File: config.mk
export PLATFORM = sky130hd
export DESIGN_NAME = serial_addsub
export DESIGN_NICKNAME = d
export VERILOG_FILES = /design/src/rtl/serial_adder_pkg.sv /design/src/rtl/fa_bit.sv /design/src/rtl/serial_addsub.sv
export SDC_FILE = /design/constraint.sdc
export NUM_CORES = 1
export LEC_CHECK = 0
export ABC_AREA = 1
export CAP_MARGIN = 20
export CORE_MARGIN = 2
export CORE_UTILIZATION = 25
export DETAILED_ROUTE_END_ITERATION = 8
export GPL_ROUTABILITY_DRIVEN = 0
export PLACE_DENSITY = 0.51
export SYNTH_ARGS = -nofsm -noshare
export SYNTH_HDL_FRONTEND = slang
export SYNTH_SLANG_ARGS = --single-unit
File: constraint.sdc
create_clock -name clk -period 1.9 [get_ports clk]
set_input_delay 0.475 -clock clk [delete_from_list [all_inputs] [get_ports clk]]
set_output_delay 0.475 -clock clk [all_outputs]
set_load 0.03 [all_outputs]
File: src/rtl/serial_adder_pkg.sv
// Shared definitions for the bit-serial adder/subtractor: state encodings,
// the default operand width and a small state-decoding helper.
package serial_adder_pkg;

    localparam int DEFAULT_WIDTH = 8;

    localparam logic [1:0] ST_IDLE = 2'd0;
    localparam logic [1:0] ST_RUN  = 2'd1;
    localparam logic [1:0] ST_DONE = 2'd2;

    // A new request may only be taken when no operation is in flight.
    function automatic logic can_accept(input logic [1:0] st);
        return (st == ST_IDLE) || (st == ST_DONE);
    endfunction

endpackage

File: src/rtl/fa_bit.sv
// Single full-adder cell; the serial datapath pushes one operand bit pair
// through it per clock.
module fa_bit (
    input  logic a,
    input  logic b,
    input  logic cin,
    output logic s,
    output logic cout
);

    assign s    = a ^ b ^ cin;
    assign cout = (a & b) | (cin & (a ^ b));

endmodule

File: src/rtl/serial_addsub.sv
// Bit-serial two's complement adder/subtractor. Operands are captured on
// acceptance, then one bit per clock goes LSB-first through a single
// full-adder cell. The result outputs only update on the completion edge.
module serial_addsub
    import serial_adder_pkg::*;
#(
    parameter int WIDTH = DEFAULT_WIDTH
) (
    input  logic             clk,
    input  logic             reset,
    input  logic             start,
    input  logic             sub,
    input  logic [WIDTH-1:0] a,
    input  logic [WIDTH-1:0] b,
    output logic             busy,
    output logic             done,
    output logic [WIDTH-1:0] sum,
    output logic             cout,
    output logic             ovf
);

    localparam int CNT_W = (WIDTH > 1) ? $clog2(WIDTH) : 1;
    localparam logic [CNT_W-1:0] LAST_BIT = CNT_W'(WIDTH - 1);

    logic [1:0]       state;
    logic [WIDTH-1:0] shift_a;
    logic [WIDTH-1:0] shift_b;
    // Holds the WIDTH-1 bits already produced; the final bit joins them
    // directly on the completion edge, so no bit of storage is wasted.
    logic [WIDTH-2:0] result;
    logic             carry;
    logic [CNT_W-1:0] count;
    logic             fa_s;
    logic             fa_cout;
    logic [WIDTH-1:0] shifted;
    logic             accept;

    fa_bit u_fa (
        .a    (shift_a[0]),
        .b    (shift_b[0]),
        .cin  (carry),
        .s    (fa_s),
        .cout (fa_cout)
    );

    assign shifted = {fa_s, result};
    assign accept  = start && can_accept(state);
    assign busy    = (state == ST_RUN);
    assign done    = (state == ST_DONE);

    // Sequencer and serial datapath: accept, shift one bit per edge, publish on the last bit.
    always_ff @(posedge clk or negedge reset) begin
        if (!reset) begin
            state   <= ST_IDLE;
            shift_a <= '0;
            shift_b <= '0;
            result  <= '0;
            carry   <= 1'b0;
            count   <= '0;
            sum     <= '0;
            cout    <= 1'b0;
            ovf     <= 1'b0;
        end else if (accept) begin
            // Subtraction is a + ~b + 1: invert b here and seed the carry with 1.
            state   <= ST_RUN;
            shift_a <= a;
            shift_b <= sub ? ~b : b;
            carry   <= sub;
            count   <= '0;
        end else begin
            case (state)
                ST_RUN: begin
                    shift_a <= shift_a >> 1;
                    shift_b <= shift_b >> 1;
                    result  <= shifted[WIDTH-1:1];
                    carry   <= fa_cout;
                    if (count == LAST_BIT) begin
                        // Carry into the MSB is still in the flop, so overflow is formed here.
                        state <= ST_DONE;
                        sum   <= shifted;
                        cout  <= fa_cout;
                        ovf   <= carry ^ fa_cout;
                    end else begin
                        count <= count + CNT_W'(1);
                    end
                end
                ST_DONE: state <= ST_IDLE;
                ST_IDLE: state <= ST_IDLE;
                default: state <= ST_IDLE;
            endcase
        end
    end

endmodule

==> flow_metrics.py, run 1 <==
metrics = {
    "setup_path": {
        "rr_worst_depth": 6,
        "critical_path_required_ps": 1420,
        "cp_slowest_stage_delay_ps": 680,
        "crit_path_cell_trace": "clkdlybuf4s50_1",
        "worstSetupEndpointType": "output pin",
        "setup.worst_path.start_class": "flip-flop",
        "crit_family": "buffers and inverters",
        "crit_cells": 1,
        "critPathArrivalTime_ps": 1330,
        "worstSetupPathType": "flip-flop to output pin",
        "path_buf_inv": 1,
        "critical_path.max_fanout": 2,
        "crit_slowest_cell": "sky130_fd_sc_hd__clkdlybuf4s50_1",
    },
    "global_route": {
        "global_route_wire_length_before_repair_mm": 6.92,
        "groute.usage.overall_pct": 10.5,
        "grt_pass1_vias": 1521,
        "globalRouteOverflowTotal": 0,
        "antenna_found_initial": 0,
        "grt_max_degree": 23,
    },
    "synth": {
        "synthesis.nets": 255,
        "synth-warning-count": 0,
        "post_synth_fa_ha_maj_area_fraction_pct": 2.44,
        "synth.lib_cells_used.distinct": 18,
        "seq_area_frac_synth_pct": 52.8,
        "synth_area_mm2": 0.00185,
        "most_instantiated_library_cell_after_synthesis": "sky130_fd_sc_hd__nand2_1",
        "synth_area_per_cell_um2": 7.97,
        "postSynthRegisterBits": 39,
        "synth-simple-area-share_pct": 31.7,
        "fraction_of_the_mapped_netlist_area_in_compound_gates_pct": 4.06,
        "synth_top_area_cell": "sky130_fd_sc_hd__dfrtp_1",
        "synth_xor_xnor_area_share_pct": 0.474,
        "largest_family_of_logic_cells_by_synthesized_area": "simple AND/OR/NAND/NOR gates",
        "post_synth_main_area_contributors": "sky130_fd_sc_hd__dfrtp_1 (53%), sky130_fd_sc_hd__nand2_1 (19%), sky130_fd_sc_hd__nand3_1 (9.5%), sky130_fd_sc_hd__inv_1 (5.5%), sky130_fd_sc_hd__o21ai_1 (2.2%)",
        "synth_flop_cell": "sky130_fd_sc_hd__dfrtp_1",
        "multiplexer_fraction_of_the_synthesized_cell_area_pct": 0,
        "synth_top_cells_by_count": "sky130_fd_sc_hd__nand2_1 (93), sky130_fd_sc_hd__dfrtp_1 (39), sky130_fd_sc_hd__nand3_1 (35)",
        "synth_enable_flop_cells": 0,
        "syn-instance-count": 232,
        "synth_top_area_share_pct": 52.8,
        "synth-async-reset-ratio_pct": 100,
    },
    "power": {
        "static_leakage_power_nw": 1.23,
        "power-per-cell-area_mw_per_mm2": 1500,
        "ir_worst_vdd_v": 0.000367,
        "finalPower_w": 0.00359,
    },
    "clock_tree": {
        "cts_tree": "yes",
        "ctsHoldBuffers": 0,
        "clock-sinks": 39,
        "clk_latency_ps": 290,
        "cts-buffers-inserted": 5,
        "worst_setup_hold_path_clk_slew_ps": 80,
        "clock_tree.htree_level_count": 2,
        "clk_root_buffer_cell": "sky130_fd_sc_hd__clkbuf_8",
        "maximum_buffer_depth_of_the_clock_tree": 2,
    },
    "floorplanning": {
        "initial_standard_cell_utilization_of_the_core_pct": 25.6,
        "floorplan_core_area_mm2": 0.00721,
        "num_io_pins": 32,
        "die_height_um": 90.0,
        "fp.dieArea_mm2": 0.00810,
        "floorplan.rows": 31,
        "fp.dieW_um": 90.0,
    },
    "route": {
        "drtIter0Drc": 87,
        "vias_after_detailed_routing": 1522,
        "drt_first_pass_iters": 4,
        "post_drt_wl_per_cell_um": 10.4,
        "detail-route-antenna-nets": 0,
        "via_to_cell_ratio": 4.09,
        "drt_drc_violations_left": 0,
        "routed_wire_length_mm": 3.89,
    },
    "timing": {
        "clock_skew_ps": 7.97,
        "final_min_period_over_clock_period_pct": 95.0,
        "final-max-slew-violation-count": 0,
        "hold_viol": 0,
        "final.min_clock_period_ps": 1810,
        "rsz0062_at_grt": "no",
        "max_clock_freq_ghz": 0.554,
        "tightest_slew_ps": 504,
        "slew_headroom_pct": 66.4,
        "setup-tns-final_ps": 0,
        "final-setup-viol-count": 0,
    },
    "final_layout": {
        "finalNetCount": 295,
        "nFillCells": 796,
        "n_antenna_cell": 0,
        "post_route_cells_drive_above_1_share_pct": 9.52,
        "finish.instance_area_mm2": 0.00239,
        "area_added_between_synthesis_and_finish_pct": 29.2,
    },
    "min_path": {
        "min-delay-path-class": "input pin to async pin",
    },
    "placement": {
        "place.port_buffers": 31,
        "placed_area_mm2": 0.00230,
        "detailedPlacementHpwl_mm": 2.88,
    },
    "run": {
        "drv.max_cap_violation_count": 0,
    },
    "outcome": {
        "outcome": "finished, final reports clean",
    },
}
## final timing paths
check,from,endpoint,slack (ps)
setup reg to reg,state[1]$_DFFE_PN0P_,result[6]$_DFFE_PN0P_,500
max in group asynchronous,reset,count[2]$_DFFE_PN0P_,1220
min in group clk,shift_a[7]$_DFFE_PN0P_,shift_a[7]$_DFFE_PN0P_,470
hold / removal,reset,sum[2]$_DFFE_PN0P_,140
hold reg to reg,shift_a[7]$_DFFE_PN0P_,shift_a[7]$_DFFE_PN0P_,470
setup / recovery,ovf$_DFFE_PN0P_,ovf,90
## cell usage in the layout (no fill, tap or decap)
| master | n |
|---|---|
| sky130_fd_sc_hd__nand2_1 | 93 |
| sky130_fd_sc_hd__dfrtp_1 | 39 |
| sky130_fd_sc_hd__nand3_1 | 35 |
| sky130_fd_sc_hd__clkdlybuf4s50_1 | 28 |
| sky130_fd_sc_hd__inv_1 | 27 |
| sky130_fd_sc_hd__buf_4 | 11 |
| sky130_fd_sc_hd__o21ai_1 | 8 |
| sky130_fd_sc_hd__o21ai_0 | 7 |
| sky130_fd_sc_hd__clkbuf_8 | 5 |
| sky130_fd_sc_hd__inv_2 | 3 |
| sky130_fd_sc_hd__nor2_1 | 3 |
| sky130_fd_sc_hd__ha_1 | 2 |
| sky130_fd_sc_hd__nor2_8 | 1 |
| sky130_fd_sc_hd__nand2_4 | 1 |
| sky130_fd_sc_hd__nand2_2 | 1 |
| sky130_fd_sc_hd__xor2_1 | 1 |
| sky130_fd_sc_hd__or2_2 | 1 |
| sky130_fd_sc_hd__nand4_1 | 1 |
| sky130_fd_sc_hd__fa_1 | 1 |
| sky130_fd_sc_hd__clkinvlp_4 | 1 |
| sky130_fd_sc_hd__clkinv_2 | 1 |
| sky130_fd_sc_hd__clkbuf_1 | 1 |
| sky130_fd_sc_hd__buf_2 | 1 |
| sky130_fd_sc_hd__dlygate4sd2_1 | 1 |
## metrics by stage
| step | std cells | worst slack (ps) | hold slack, ps | util (%) |
|---|---|---|---|---|
| 4_1_cts | 372 | 74.6 | 162 | 33.1 |
| 3_5_place_dp | 364 | 208 | 460 | 31.9 |
| 3_3_place_gp | 364 | 211 | 456 | 31.9 |
| 5_1_grt | 372 | 38.9 | 173 | 33.1 |
| 6_report | 372 | 94.8 | 137 | 33.1 |
| 2_1_floorplan | 232 | 376 | 179 | - |
## report_power, final
group | switching (W) | internal [W]
clock | 0.000297 | 0.000257
sequential | 0.000203 | 0.00121
combinational | 0.000973 | 0.000651
## final cells by class
cell class	instances	area, um2	share of cell area (%)
Inverter	30	113	4.71
Multi-Input combinational cell	155	714	29.9
Timing Repair Buffer	41	377	15.8
Clock inverter	2	12.5	0.524
Clock buffer	6	72.6	3.04
Tap cell	99	124	5.19
Sequential cell	39	976	40.9
## registers in the layout, indices dropped and copies added, names as in the netlist
signal,flops
carry,1
count,3
cout,1
ovf,1
result,7
shift_a,8
shift_b,8
state,2
sum,8
## what timing repair did
| item | in CTS | in global routing |
|---|---|---|
| hold endpoints to repair | 0 | 0 |
| gates resized for setup | 1 | 0 |
| buffers inserted | 0 | 0 |
| endpoints found under the setup margin | 1 | 0 |
## kinds of logic after synthesis
kind of cell,after synthesis
compound gates,15
xor+xnor,1
fa+ha+maj,3
buf+inv,38
flops,39
simple gates,136
## metal layers
layer	GRT usage, %	vias to the layer above	wire, um	part of all wire, %
met4	3.85	0	51	1.3
met2	17.2	34	1720	44
li1	-	797	-	-
met1	13.4	684	1920	49
met3	2.85	7	193	5.0
met5	0	-	0	0
Power figures use the tool's default switching activity.
==> inputs of run 2 (changes only) <==
- CELL_PAD_IN_SITES_DETAIL_PLACEMENT: not set -> 1
- CELL_PAD_IN_SITES_GLOBAL_PLACEMENT: not set -> 2
- PLACE_DENSITY: 0.51 -> 0.74
==> flow_metrics.py, run 2 (synthesis gave the netlist of run 1 again) <==
metrics = {
    "outcome": {
        "outcome": "finished, final reports clean",
    },
    "floorplanning": {
        "floorplan_core_area_mm2": 0.00721,
        "initial_standard_cell_utilization_of_the_core_pct": 25.6,
        "fp.dieW_um": 90.0,
        "fp.dieArea_mm2": 0.00810,
        "die_height_um": 90.0,
        "num_io_pins": 32,
        "floorplan.rows": 31,
    },
    "timing": {
        "layout_setup_ws_ps": 112,
        "rsz0062_at_grt": "no",
        "tightest_slew_ps": 450,
        "final_min_period_over_clock_period_pct": 94.1,
        "hold_viol": 0,
        "max_clock_freq_ghz": 0.559,
        "setup-tns-final_ps": 0,
        "slew_headroom_pct": 69.9,
        "clock_skew_ps": 4.65,
        "final-setup-viol-count": 0,
        "final.min_clock_period_ps": 1790,
        "final-max-slew-violation-count": 0,
        "hold_slack_ps": 108,
    },
    "power": {
        "pwr-share-seq_pct": 39.3,
        "clock_power_share_pct": 14.0,
        "power-per-cell-area_mw_per_mm2": 1520,
        "p_int_w": 0.00211,
        "static_leakage_power_nw": 1.22,
        "power.combinational.fraction_pct": 46.7,
        "power.net_switching_w": 0.00151,
        "netSwitchingFraction_pct": 41.7,
        "ir_worst_vdd_v": 0.000379,
    },
    "global_route": {
        "antenna_found_initial": 0,
        "global_route_wire_length_before_repair_mm": 7.39,
        "grt_max_degree": 25,
        "groute.usage.overall_pct": 11.6,
        "globalRouteOverflowTotal": 0,
        "grt_pass1_vias": 1483,
    },
    "setup_path": {
        "setup.worst_path.start_class": "flip-flop",
        "reg2reg_from": "state[1]$_DFFE_PN0P_",
        "critPathArrivalTime_ps": 1310,
        "rr_worst_depth": 5,
        "path_buf_inv": 1,
        "crit_family": "buffers and inverters",
        "worstSetupPathType": "flip-flop to output pin",
        "crit_slowest_cell": "sky130_fd_sc_hd__clkdlybuf4s50_1",
        "cp_slowest_stage_delay_ps": 670,
        "worstSetupEndpointType": "output pin",
        "critical_path.max_fanout": 2,
        "critical_path_required_ps": 1420,
        "crit_path_cell_trace": "clkdlybuf4s50_1",
        "r2r_setup_slack_ps": 430,
        "rr_endpoint": "result[0]$_DFFE_PN0P_",
    },
    "clock_tree": {
        "cts.repair_timing.setup_buffer_count": 0,
        "cts_tree": "yes",
        "cts-buffers-inserted": 5,
        "worst_setup_hold_path_clk_slew_ps": 70,
        "clk_root_buffer_cell": "sky130_fd_sc_hd__clkbuf_8",
        "ctsHoldBuffers": 0,
        "clock_tree.htree_level_count": 2,
        "clk_latency_ps": 290,
        "clock-sinks": 39,
        "maximum_buffer_depth_of_the_clock_tree": 2,
    },
    "final_layout": {
        "nFillCells": 913,
        "n_antenna_cell": 0,
        "biggestRegsByFlops": "shift_a (8), shift_b (8), sum (8)",
        "area_added_between_synthesis_and_finish_pct": 29.0,
        "most_frequent_cells_in_the_layout": "sky130_fd_sc_hd__nand2_1 (93), sky130_fd_sc_hd__dfrtp_1 (39), sky130_fd_sc_hd__nand3_1 (35), sky130_fd_sc_hd__clkdlybuf4s50_1 (28), sky130_fd_sc_hd__inv_1 (27)",
        "finalNetCount": 293,
        "layout.cells.most_common": "sky130_fd_sc_hd__nand2_1",
        "post_route_cells_drive_above_1_share_pct": 8.18,
    },
    "route": {
        "detail-route-antenna-nets": 0,
        "drt_first_pass_iters": 4,
        "via_to_cell_ratio": 4.24,
        "routed_wire_length_mm": 4.36,
        "vias_after_detailed_routing": 1562,
        "drt_drc_violations_left": 0,
        "post_drt_wl_per_cell_um": 11.9,
        "drtIter0Drc": 60,
    },
    "run": {
        "drv.max_cap_violation_count": 0,
    },
    "min_path": {
        "min-delay-path-class": "input pin to async pin",
    },
    "placement": {
        "place.port_buffers": 31,
        "detailedPlacementHpwl_mm": 3.17,
        "pre_cts_slack_ps": 185,
    },
}
-- run 2: layout make-up --
| type | count | area [um2] | share of cell area, % |
|---|---|---|---|
| inverters | 30 | 113 | 4.72 |
| multi-input cells | 155 | 714 | 29.9 |
| well taps | 99 | 124 | 5.19 |
| flip-flops and latches | 39 | 976 | 40.9 |
| clock buffers | 6 | 72.6 | 3.04 |
| repair buffers | 39 | 387 | 16.2 |
-- run 2: timing repair --
item,in CTS,in global routing
resized for setup,1,0
setup endpoints to repair,1,0
endpoints found under the hold margin,0,0
-- run 2: stage by stage --
step	power [W]	utilization, %	cell area (um2)	cells
finish	0.00362	33.1	2390	368
global route	0.00398	33.1	2390	368
CTS	0.00371	33.1	2390	368
detailed placement	0.00317	32.1	2310	362
global placement	0.00312	32.1	2310	362
floorplan	0.00255	-	1850	232
-- run 2: how the worst max path moves through the flow --
stage,endpoint,from,cells past startpoint,slack [ps]
3_5_place_dp,shift_a[1]$_DFFE_PN0P_,start,7,190
2_1_floorplan,done,state[1]$_DFFE_PN0P_,3,380
5_1_grt,busy,state[0]$_DFFE_PN0P_,4,0.8
3_3_place_gp,shift_a[1]$_DFFE_PN0P_,start,7,200
6_report,ovf,ovf$_DFFE_PN0P_,1,110
4_1_cts,sum[1],sum[1]$_DFFE_PN0P_,1,90
-- run 2: metal layers --
| metal | wire length (um) | global-route usage (%) | vias to the layer above |
|---|---|---|---|
| met2 | 2080 | 18.4 | 32 |
| li1 | - | - | 793 |
| met1 | 2020 | 15.0 | 732 |
| met3 | 183 | 3.19 | 5 |
| met4 | 77 | 5.00 | 0 |
| met5 | 0 | 0 | - |
-- run 2: power by group through the flow --
stage	Clock (W)	Sequential [W]	Combinational [W]
6_report	0.000508	0.00142	0.00169
4_1_cts	0.000546	0.00142	0.00174
3_5_place_dp	0	0.00144	0.00173
3_3_place_gp	0	0.00143	0.00169
5_1_grt	0.000573	0.00147	0.00195
2_1_floorplan	0	0.00158	0.000966
-- run 2: worst reg2reg max path: cells and delay by family (launching register included) --
kind	cells	cell delay [ps]
flip-flops	1	390
AO/OA/AOI/OAI	1	180
buffers and inverters	3	520
AND/OR/NAND/NOR	1	300
==> inputs of run 3 (changes only) <==
- CTS_BUF_LIST: not set -> sky130_fd_sc_hd__clkbuf_8 sky130_fd_sc_hd__clkbuf_16
==> flow_metrics.py, run 3 (synthesis gave the netlist of run 1 again) <==
metrics = {
    "setup_path": {
        "crit_family": "buffers and inverters",
        "r2r_setup_slack_ps": 440,
        "crit_slowest_cell": "sky130_fd_sc_hd__clkdlybuf4s50_1",
        "crit_path_end": "ovf",
        "path_buf_inv": 1,
        "crit_cells": 1,
        "critical_path_required_ps": 1420,
        "reg2reg_from": "state[1]$_DFFE_PN0P_",
        "rr_worst_depth": 5,
        "worstSetupPathType": "flip-flop to output pin",
        "rr_endpoint": "result[0]$_DFFE_PN0P_",
        "critical_path.startpoint": "ovf$_DFFE_PN0P_",
        "crit_path_cell_trace": "clkdlybuf4s50_1",
        "critical_path.max_fanout": 2,
        "cp_slowest_stage_delay_ps": 670,
        "setup.worst_path.start_class": "flip-flop",
        "critPathArrivalTime_ps": 1310,
        "worstSetupEndpointType": "output pin",
    },
    "timing": {
        "hold_viol": 0,
        "setup-tns-final_ps": 0,
        "tightest_slew_ps": 450,
        "clock_skew_ps": 4.64,
        "final-max-slew-violation-count": 0,
        "rsz0062_at_grt": "no",
        "max_clock_freq_ghz": 0.559,
        "final_min_period_over_clock_period_pct": 94.1,
        "final-setup-viol-count": 0,
        "slew_headroom_pct": 69.9,
        "hold_slack_ps": 108,
        "final.min_clock_period_ps": 1790,
    },
    "route": {
        "drt_drc_violations_left": 0,
        "routed_wire_length_mm": 4.36,
        "via_to_cell_ratio": 4.25,
        "post_drt_wl_per_cell_um": 11.8,
        "vias_after_detailed_routing": 1563,
        "drt_first_pass_iters": 4,
        "detail-route-antenna-nets": 0,
        "drtIter0Drc": 60,
    },
    "final_layout": {
        "area_added_between_synthesis_and_finish_pct": 29.0,
        "finish.instance_area_mm2": 0.00239,
        "final-instance-count-excl-fill": 368,
        "nFillCells": 913,
        "most_frequent_cells_in_the_layout": "sky130_fd_sc_hd__nand2_1 (93), sky130_fd_sc_hd__dfrtp_1 (39), sky130_fd_sc_hd__nand3_1 (35), sky130_fd_sc_hd__inv_1 (28), sky130_fd_sc_hd__clkdlybuf4s50_1 (28)",
        "finalNetCount": 293,
        "layout.cells.most_common": "sky130_fd_sc_hd__nand2_1",
        "n_antenna_cell": 0,
        "post_route_cells_drive_above_1_share_pct": 8.18,
        "biggestRegsByFlops": "shift_a (8), shift_b (8), sum (8)",
        "fin_util_pct": 33.1,
    },
    "global_route": {
        "global_route_wire_length_before_repair_mm": 7.39,
        "globalRouteOverflowTotal": 0,
        "antenna_found_initial": 0,
        "grt_pass1_vias": 1483,
        "groute.usage.overall_pct": 11.6,
        "grt_max_degree": 25,
    },
    "power": {
        "ir_worst_vdd_v": 0.000376,
        "power-per-cell-area_mw_per_mm2": 1520,
        "static_leakage_power_nw": 1.23,
    },
    "floorplanning": {
        "num_io_pins": 32,
        "floorplan.rows": 31,
        "fp.dieW_um": 90.0,
        "fp.dieArea_mm2": 0.00810,
        "initial_standard_cell_utilization_of_the_core_pct": 25.6,
        "die_height_um": 90.0,
        "floorplan_core_area_mm2": 0.00721,
    },
    "min_path": {
        "min-delay-path-class": "input pin to async pin",
    },
    "clock_tree": {
        "clk_latency_ps": 290,
        "cts.repair_timing.setup_buffer_count": 0,
        "clk_root_buffer_cell": "sky130_fd_sc_hd__clkbuf_8",
        "cts-buffers-inserted": 5,
        "cts_tree": "yes",
        "maximum_buffer_depth_of_the_clock_tree": 2,
        "clock_tree.htree_level_count": 2,
        "clock-sinks": 39,
        "worst_setup_hold_path_clk_slew_ps": 70,
    },
    "placement": {
        "detailedPlacementHpwl_mm": 3.17,
        "place_inst": 362,
        "place.port_buffers": 31,
        "placed_area_mm2": 0.00231,
    },
    "run": {
        "drv.max_cap_violation_count": 0,
    },
    "outcome": {
        "outcome": "finished, final reports clean",
    },
}
[run 3: cell count changes in the layout (fill, tap and decap cells not counted)]
cell                       before  now
sky130_fd_sc_hd__clkbuf_1       1    0
sky130_fd_sc_hd__inv_1         27   28
[run 3: worst min-delay path by stage]
stage | from | endpoint | slack (ps) | cells past startpoint
2_1_floorplan | reset | carry$_DFFE_PN0P_ | 180 | 0
3_3_place_gp | reset | sum[3]$_DFFE_PN0P_ | 430 | 1
3_5_place_dp | reset | sum[3]$_DFFE_PN0P_ | 430 | 1
4_1_cts | reset | count[0]$_DFFE_PN0P_ | 110 | 1
5_1_grt | reset | count[0]$_DFFE_PN0P_ | 120 | 1
6_report | reset | count[0]$_DFFE_PN0P_ | 110 | 1
[run 3: repair_timing]
item	4_1_cts	5_1_grt
gates resized for setup	1	0
setup endpoints to repair	1	0
hold buffers	0	0
[run 3: cell type report]
| type | count | area (um2) | share of cell area (%) |
|---|---|---|---|
| timing repair buffer | 39 | 387 | 16.2 |
| inverter | 30 | 113 | 4.72 |
| clock inverter | 1 | 3.75 | 0.157 |
| sequential | 39 | 976 | 40.9 |
| tap | 99 | 124 | 5.19 |
| multi-input combinational | 155 | 714 | 29.9 |
| clock buffer | 5 | 68.8 | 2.88 |
[run 3: metrics by stage]
stage	power, W	setup WS [ps]
final	0.00362	111
after global routing	0.00398	0.633
after global placement	0.00312	204
after detailed placement	0.00317	185
after floorplan	0.00255	376
after CTS	0.00370	88.3
[run 3: per-layer routing]
layer | global-route usage (%) | wire length [um] | vias to the layer above | share of wire, %
met1 | 15.0 | 2020 | 734 | 46
met2 | 18.4 | 2080 | 31 | 48
li1 | - | - | 793 | -
met3 | 3.19 | 179 | 5 | 4.1
met5 | 0 | 0 | - | 0
met4 | 5.00 | 77 | 0 | 1.8
[run 3: power by group]
group	switching, W	leakage [nW]	total (W)	internal [W]
logic	0.00104	0.699	0.00169	0.000656
clock network	0.000264	0.0413	0.000503	0.000239
registers	0.000212	0.489	0.00142	0.00121
total	0.00151	1.23	0.00362	0.00211
